===== src/rtl/pipe_stage_reg.sv =====
// Pipeline stage register (data + ctrl, ctrl masked on bubbles). 1-cycle latency, flush squashes all entries.
// Backpressure: out_ready stalls; SKID=1 absorbs one extra beat with registered in_ready, SKID=0 has in_ready = out_ready | !m_valid.
module pipe_stage_reg #(
   parameter int DATA_W = 64,
   parameter int CTRL_W = 8,
   parameter int SKID   = 1
) (
   input  logic              clk_i,
   input  logic              rst_i,
   input  logic              in_valid,
   output logic              in_ready,
   input  logic [DATA_W-1:0] in_data,
   input  logic [CTRL_W-1:0] in_ctrl,
   output logic              out_valid,
   input  logic              out_ready,
   output logic [DATA_W-1:0] out_data,
   output logic [CTRL_W-1:0] out_ctrl,
   input  logic              flush_i,
   output logic [1:0]        occ_o
);

   logic              m_valid_q, m_valid_d;
   logic [DATA_W-1:0] m_data_q,  m_data_d;
   logic [CTRL_W-1:0] m_ctrl_q,  m_ctrl_d;
   logic              s_valid_q, s_valid_d;
   logic [DATA_W-1:0] s_data_q,  s_data_d;
   logic [CTRL_W-1:0] s_ctrl_q,  s_ctrl_d;

   logic accept;
   logic m_free;

   generate
      if (SKID != 0) begin : g_skid
         // Registered ready: no combinational path from out_ready.
         assign in_ready = !s_valid_q;
      end else begin : g_noskid
         assign in_ready = out_ready | !m_valid_q;
      end
   endgenerate

   assign accept    = in_valid & in_ready;
   assign m_free    = !m_valid_q | out_ready;
   assign out_valid = m_valid_q;
   assign out_data  = m_data_q;
   assign out_ctrl  = m_valid_q ? m_ctrl_q : '0;
   assign occ_o     = {1'b0, m_valid_q} + {1'b0, s_valid_q};

   always_comb begin
      m_valid_d = m_valid_q;
      m_data_d  = m_data_q;
      m_ctrl_d  = m_ctrl_q;
      s_valid_d = s_valid_q;
      s_data_d  = s_data_q;
      s_ctrl_d  = s_ctrl_q;

      if (m_free) begin
         // The skid entry is always older than any new input beat.
         if (s_valid_q) begin
            m_valid_d = 1'b1;
            m_data_d  = s_data_q;
            m_ctrl_d  = s_ctrl_q;
            s_valid_d = 1'b0;
         end else if (accept) begin
            m_valid_d = 1'b1;
            m_data_d  = in_data;
            m_ctrl_d  = in_ctrl;
         end else begin
            m_valid_d = 1'b0;
         end
      end else if (accept && (SKID != 0)) begin
         s_valid_d = 1'b1;
         s_data_d  = in_data;
         s_ctrl_d  = in_ctrl;
      end

      if (flush_i) begin
         m_valid_d = 1'b0;
         s_valid_d = 1'b0;
      end
   end

   always_ff @(posedge clk_i or negedge rst_i) begin
      if (!rst_i) begin
         m_valid_q <= 1'b0;
         m_data_q  <= '0;
         m_ctrl_q  <= '0;
         s_valid_q <= 1'b0;
         s_data_q  <= '0;
         s_ctrl_q  <= '0;
      end else begin
         m_valid_q <= m_valid_d;
         m_data_q  <= m_data_d;
         m_ctrl_q  <= m_ctrl_d;
         s_valid_q <= s_valid_d;
         s_data_q  <= s_data_d;
         s_ctrl_q  <= s_ctrl_d;
      end
   end

endmodule


===== config.mk =====
export PLATFORM = sky130hd
export DESIGN_NAME = pipe_stage_reg
export DESIGN_NICKNAME = d
export VERILOG_FILES = /design/src/rtl/pipe_stage_reg.sv
export SDC_FILE = /design/constraint.sdc
export NUM_CORES = 1
export LEC_CHECK = 0
export ABC_AREA = 1
export CORE_MARGIN = 1
export CORE_UTILIZATION = 24
export CTS_CLUSTER_SIZE = 8
export DETAILED_ROUTE_END_ITERATION = 8
export PLACE_DENSITY_LB_ADDON = 0.25
export SLEW_MARGIN = 20
export SYNTH_ARGS = -nofsm -noshare
export SYNTH_HDL_FRONTEND = slang
export SYNTH_SLANG_ARGS = --single-unit

===== constraint.sdc =====
create_clock -name clk_i -period 3.36 [get_ports clk_i]
set_input_delay 1.008 -clock clk_i [delete_from_list [all_inputs] [get_ports clk_i]]
set_output_delay 1.008 -clock clk_i [all_outputs]
set_load 0.05 [all_outputs]

==> out/results.ini <==
[synth]
synth_ff_type = dfrtp_1
synth_cell_types = 14
synth_commonest_cells = 587 x nand2_1, 146 x dfrtp_1, 72 x nand3_1, 39 x buf_2, 13 x clkbuf_1
syn_avg_cell_area_um2 = 7.48
synth_top_cell_by_area = dfrtp_1
synthSimpleGateAreaFrac = 0.396
synthCells = 878
synth_compound_area_frac = 0.000762
ys_ff_latch = 146
syn_area_um2 = 6570
synth_fa_ha_area_frac = 0.00191
synth_top_family_by_area = simple AND/OR/NAND/NOR gates
yosys-top-cells-area = dfrtp_1 56%, nand2_1 34%, nand3_1 5.5%, buf_2 3.0%, clkbuf_1 0.74%
yosys_warnings = 0
yosys-mux-area-fraction = 0
synth_xor_area_frac = 0
ys_seq_area_frac = 0.557
synth_nets = 956
synth_edf_count = 0
async_flop_share = 1.00
synth.most_common_cell = nand2_1
synth.top_cell.area_share = 0.557

[route]
postRouteAntennaNets = 0
post_drt_wl_per_cell_um = 14.2
routed_via_density = 4.29
route.detailed.drc = 0
vias = 5862
routed_wl_um = 19400
drt_first_pass_iters = 4
drtIter0Drc = 333

[finish]
drive_above_1_share = 0.0566
nNetsFinal = 1090
final_cell_count_no_fill = 1365
fillers = 2873
fin_area_um2 = 9080
areaGrowthSynthToFinish_pct = 38.3
utilization = 0.338
diodes = 0

[sta]
grt_setup_unrepaired = false
worst_slew_pin_slew_ns = 0.627
timing.final.crit_period_ns = 3.13
skew_ns = 0.00926
post-route-period-util = 0.930
fin_hold_ws_ns = 0.468
relSlewSlack = 0.581
setup_viol = 0
fmax_ghz = 0.320
fin_setup_tns_ns = 0
finalMaxSlewViolations = 0
fin_ws_ns = 0.234
hold_violations = 0

[clocking]
cts_buffers = 17
clkLatencyLatePin_ns = 0.41
cts_tree = built
root_buffer = clkbuf_16
clock-sinks = 146
cts-resized-gates = 0
clk_pin_slew_ns = 0.06
h-tree-depth = 4
clk_path_buf_depth = 2
cts_hold_buf = 0
cts_setup_buffers = 0

[worst_setup_path]
worstSetupPathType = reg -> out
crit_path_top_delay_cell = clkdlybuf4s50_1
critPathCaptureType = output port
crit_fanout = 12
critical-path-max-stage-delay_ns = 0.80
path_cells = nand2_1 -> inv_1 -> clkdlybuf4s50_1
worstPathRequired_ns = 2.35
start_kind = register
arrival_ns = 2.12

[placed_design]
gp_congestion = 0.726
numPortBuffers = 152
dp.cells = 1334
dpl.hpwl_um = 11800
place_ws_ns = 0.615
dpl-instance-area_um2 = 8440

[floorplanning]
chipHeight_um = 167
start_util = 0.244
row_count = 60
die_x_um = 167
coreArea_um2 = 26900
fp.dieArea_um2 = 28000
io_pins = 153

[pwr]
total_power_mw = 5.51
cellPowerDensity_nw_per_um2 = 607
ir_drop_mv = 0.261
leakagePower_nw = 4.75

[grt]
antenna_found_initial = 0
grt_max_degree = 65
grt_pass1_wl_um = 31600
grt.overflow.total = 0
grt_pass1_vias = 5752
track_usage = 0.144

[min_path]
hold_path_class = reg -> reg

[flow_run]
drv_cap = 0

[run_status]
status = complete, no violations

-- sequential cells by signal, summed over array words and instances, names as in the netlist --
register	flops
out_data	64
s_data_q	64
m_ctrl_q	8
s_ctrl_q	8
out_valid	1
s_valid_q	1
-- worst paths after layout --
path / start / end / slack, ns / depth (start not counted)
max in group asynchronous: rst_i / s_valid_q / 2.08 / 2
setup / recovery: out_valid / out_ctrl[6] / 0.23 / 3
min in group asynchronous: rst_i / s_data_q[24] / 0.52 / 1
setup reg to reg: s_valid_q / out_data[63] / 1.32 / 6
hold / removal: s_data_q[57] / s_data_q[57] / 0.47 / 2
hold reg to reg: s_data_q[57] / s_data_q[57] / 0.47 / 2
-- cells in the final DEF (no fill, tap or decap), types with 3 or more instances in the layout --
cell type	count
bufinv_16	5
nand3_1	72
clkinvlp_4	4
inv_1	10
clkdlybuf4s50_1	148
buf_12	4
nor2_4	3
nand2_1	586
clkbuf_16	17
buf_4	15
dfrtp_1	145
-- power breakdown --
group,internal [mW],switching (mW),total (mW)
sequential,2.05,0.162,2.21
clock,1.32,0.781,2.10
combinational,0.420,0.778,1.20
-- cell families (layout without fill, tap and decap cells) --
group,after synthesis,count (layout)
adders and majority gates,1,1
DFF,146,146
and+or+nand+nor,665,665
buffers and inverters,65,211
AOI/OAI and AO/OA,1,1
-- per-layer routing --
metal  track usage  share of wire
met1         0.190           0.48
met2         0.234           0.47
met3        0.0336          0.044
met4        0.0431          0.011
met5             0              0
-- worst max-delay path: cells and delay by family, from the launching register on --
| family | cells | cell delay [ns] |
|---|---|---|
| buf+inv | 2 | 0.88 |
| flops | 1 | 0.73 |
| simple gates | 1 | 0.11 |
-- layout make-up --
| class | instances | area, µm² | area share |
|---|---|---|---|
| Sequential cell | 146 | 3650 | 0.402 |
| Multi-Input combinational cell | 667 | 2630 | 0.290 |
| Timing Repair Buffer | 168 | 1690 | 0.186 |
| Clock buffer | 18 | 429 | 0.0473 |
| Tap cell | 341 | 427 | 0.0470 |
| Clock inverter | 13 | 208 | 0.0229 |
| Inverter | 12 | 45.0 | 0.00496 |
No activity file was read; power rests on OpenSTA's default activity.
==> RTL change (same settings) <==
Make the reset (`rst_i`) synchronous in one clocked block.
--- a/src/rtl/pipe_stage_reg.sv
+++ b/src/rtl/pipe_stage_reg.sv
@@ -81,3 +81,3 @@
 
-   always_ff @(posedge clk_i or negedge rst_i) begin
+   always_ff @(posedge clk_i) begin
       if (!rst_i) begin
Check against the original RTL: differs if rst_i is asserted again (counterexample within 4 cycles, from zero or initial values and one cycle with rst_i low); with rst_i held inactive, the same outputs for 4 cycles.
==> RTL change against the original RTL <==
- worst setup slack improved by 0.062 ns
- synthesized area increased by 5.0%
- sequential power down 15%
- sequential share of layout area fell by 9.1 points
- total power decreased by 11%
- hold slack improved by 0.013 ns
- synthesized cell count up 27%
- register-to-register slack improved by 0.31 ns
- sequential cell count stayed put
- via count is 10% higher
- design area up 3.4%
- routed wire length decreased by 4.6%
- die area increased by 4.9%
- maximum frequency increased by 2.0%
- highest routed layer is now met5
==> RTL change: results (changes against the original RTL) <==
result of the run finished, final reports clean; Cell Area, Placed 8700 um2 (+3.0%); crit path from out_valid; post-synthesis sequential area ratio 42.4% (-13 points); library cell with the largest summed area after synthesis sky130_fd_sc_hd__dfxtp_1; met1 usage in global routing 16.2% (-2.8 points); r2r setup slk 1.63 ns (+0.31 ns); terminating pin of the worst hold path s_data_q[18]; most frequently used flop master after synthesis sky130_fd_sc_hd__dfxtp_1; all-layer global routing usage 12.9% (-1.5 points); worst vdd ir 343 uV (+32%); number of global-route vias before repair 5837 (+1.5%); Initial DRC Count 404 (+21%); top post-synthesis cells by area sky130_fd_sc_hd__dfxtp_1 42%, sky130_fd_sc_hd__nand2_1 16%, sky130_fd_sc_hd__nor2_1 16%; start point of the worst hold path s_data_q[18]; LEAKAGE 0.00424 uW (-11%); vias after detailed routing 6473 (+10%); Cell variety after synth 17 (+3); source of the worst register-to-register timing path s_valid_q; placer congestion estimate 0.745 (+2.6%); Async S/R FF share, synth 0% (-100 points); number of nets produced by synthesis 1190 (+24%); final-stage net count 1305 (+20%); wire length of the first global-routing pass 30.0 mm (-5.1%); synthesized area divided by synthesized cell count 6.20 um2 (-17%); WP data arrival 2.06 ns (-0.06 ns); Routed Wire Length 18.5 mm (-4.6%)
==> RTL change: cell types whose count changed in the layout (fill, tap and decap cells not counted), moves of 2 or more <==
cell	delta
sky130_fd_sc_hd__clkbuf_8	+3
sky130_fd_sc_hd__nand2_1	-287
sky130_fd_sc_hd__clkinvlp_4	-2
sky130_fd_sc_hd__nor2_1	+287
sky130_fd_sc_hd__buf_12	+3
sky130_fd_sc_hd__nand3_1	+2
sky130_fd_sc_hd__dfrtp_1	-145
sky130_fd_sc_hd__o21ai_0	+72
sky130_fd_sc_hd__buf_4	-8
sky130_fd_sc_hd__dfxtp_1	+145
sky130_fd_sc_hd__clkinv_4	+2
sky130_fd_sc_hd__clkdlybuf4s50_1	+3
sky130_fd_sc_hd__inv_1	+145
==> RTL change: power by group through the flow <==
stage	clock (uW)	sequential [uW]	combinational [uW]
after floorplan	0	2120	320
after global placement	0	1910	816
after detailed placement	0	1910	817
after CTS	2320	1870	821
after global routing	2390	1880	890
final	2250	1870	811
==> RTL change: cells by family (layout without fill, tap and decap cells) <==
| logic type | Yosys count | in the layout | share of synthesized area (%) |
|---|---|---|---|
| AOI/OAI and AO/OA | 73 | 73 | 5.30 |
| buffers and inverters | 226 | 354 | 14.2 |
| and+or+nand+nor | 666 | 666 | 37.9 |
| adders and majority gates | 1 | 1 | 0.181 |
| DFF | 146 | 146 | 42.4 |
==> RTL change: per-layer routing <==
metal	share of wire, %	wire length [um]	vias up
met2	47	8600	108
met1	48	8900	2835
met4	1.0	192	2
met5	0.070	13	-
met3	4.1	759	16
li1	-	-	3512
==> RTL change: area by class of cell <==
type	instances	area [um2]
inverter	157	592
timing repair buffer	165	1700
tap	378	473
fill	3054	18600
sequential	146	2930
clock buffer	20	467
multi-input combinational	740	3000
clock inverter	12	226
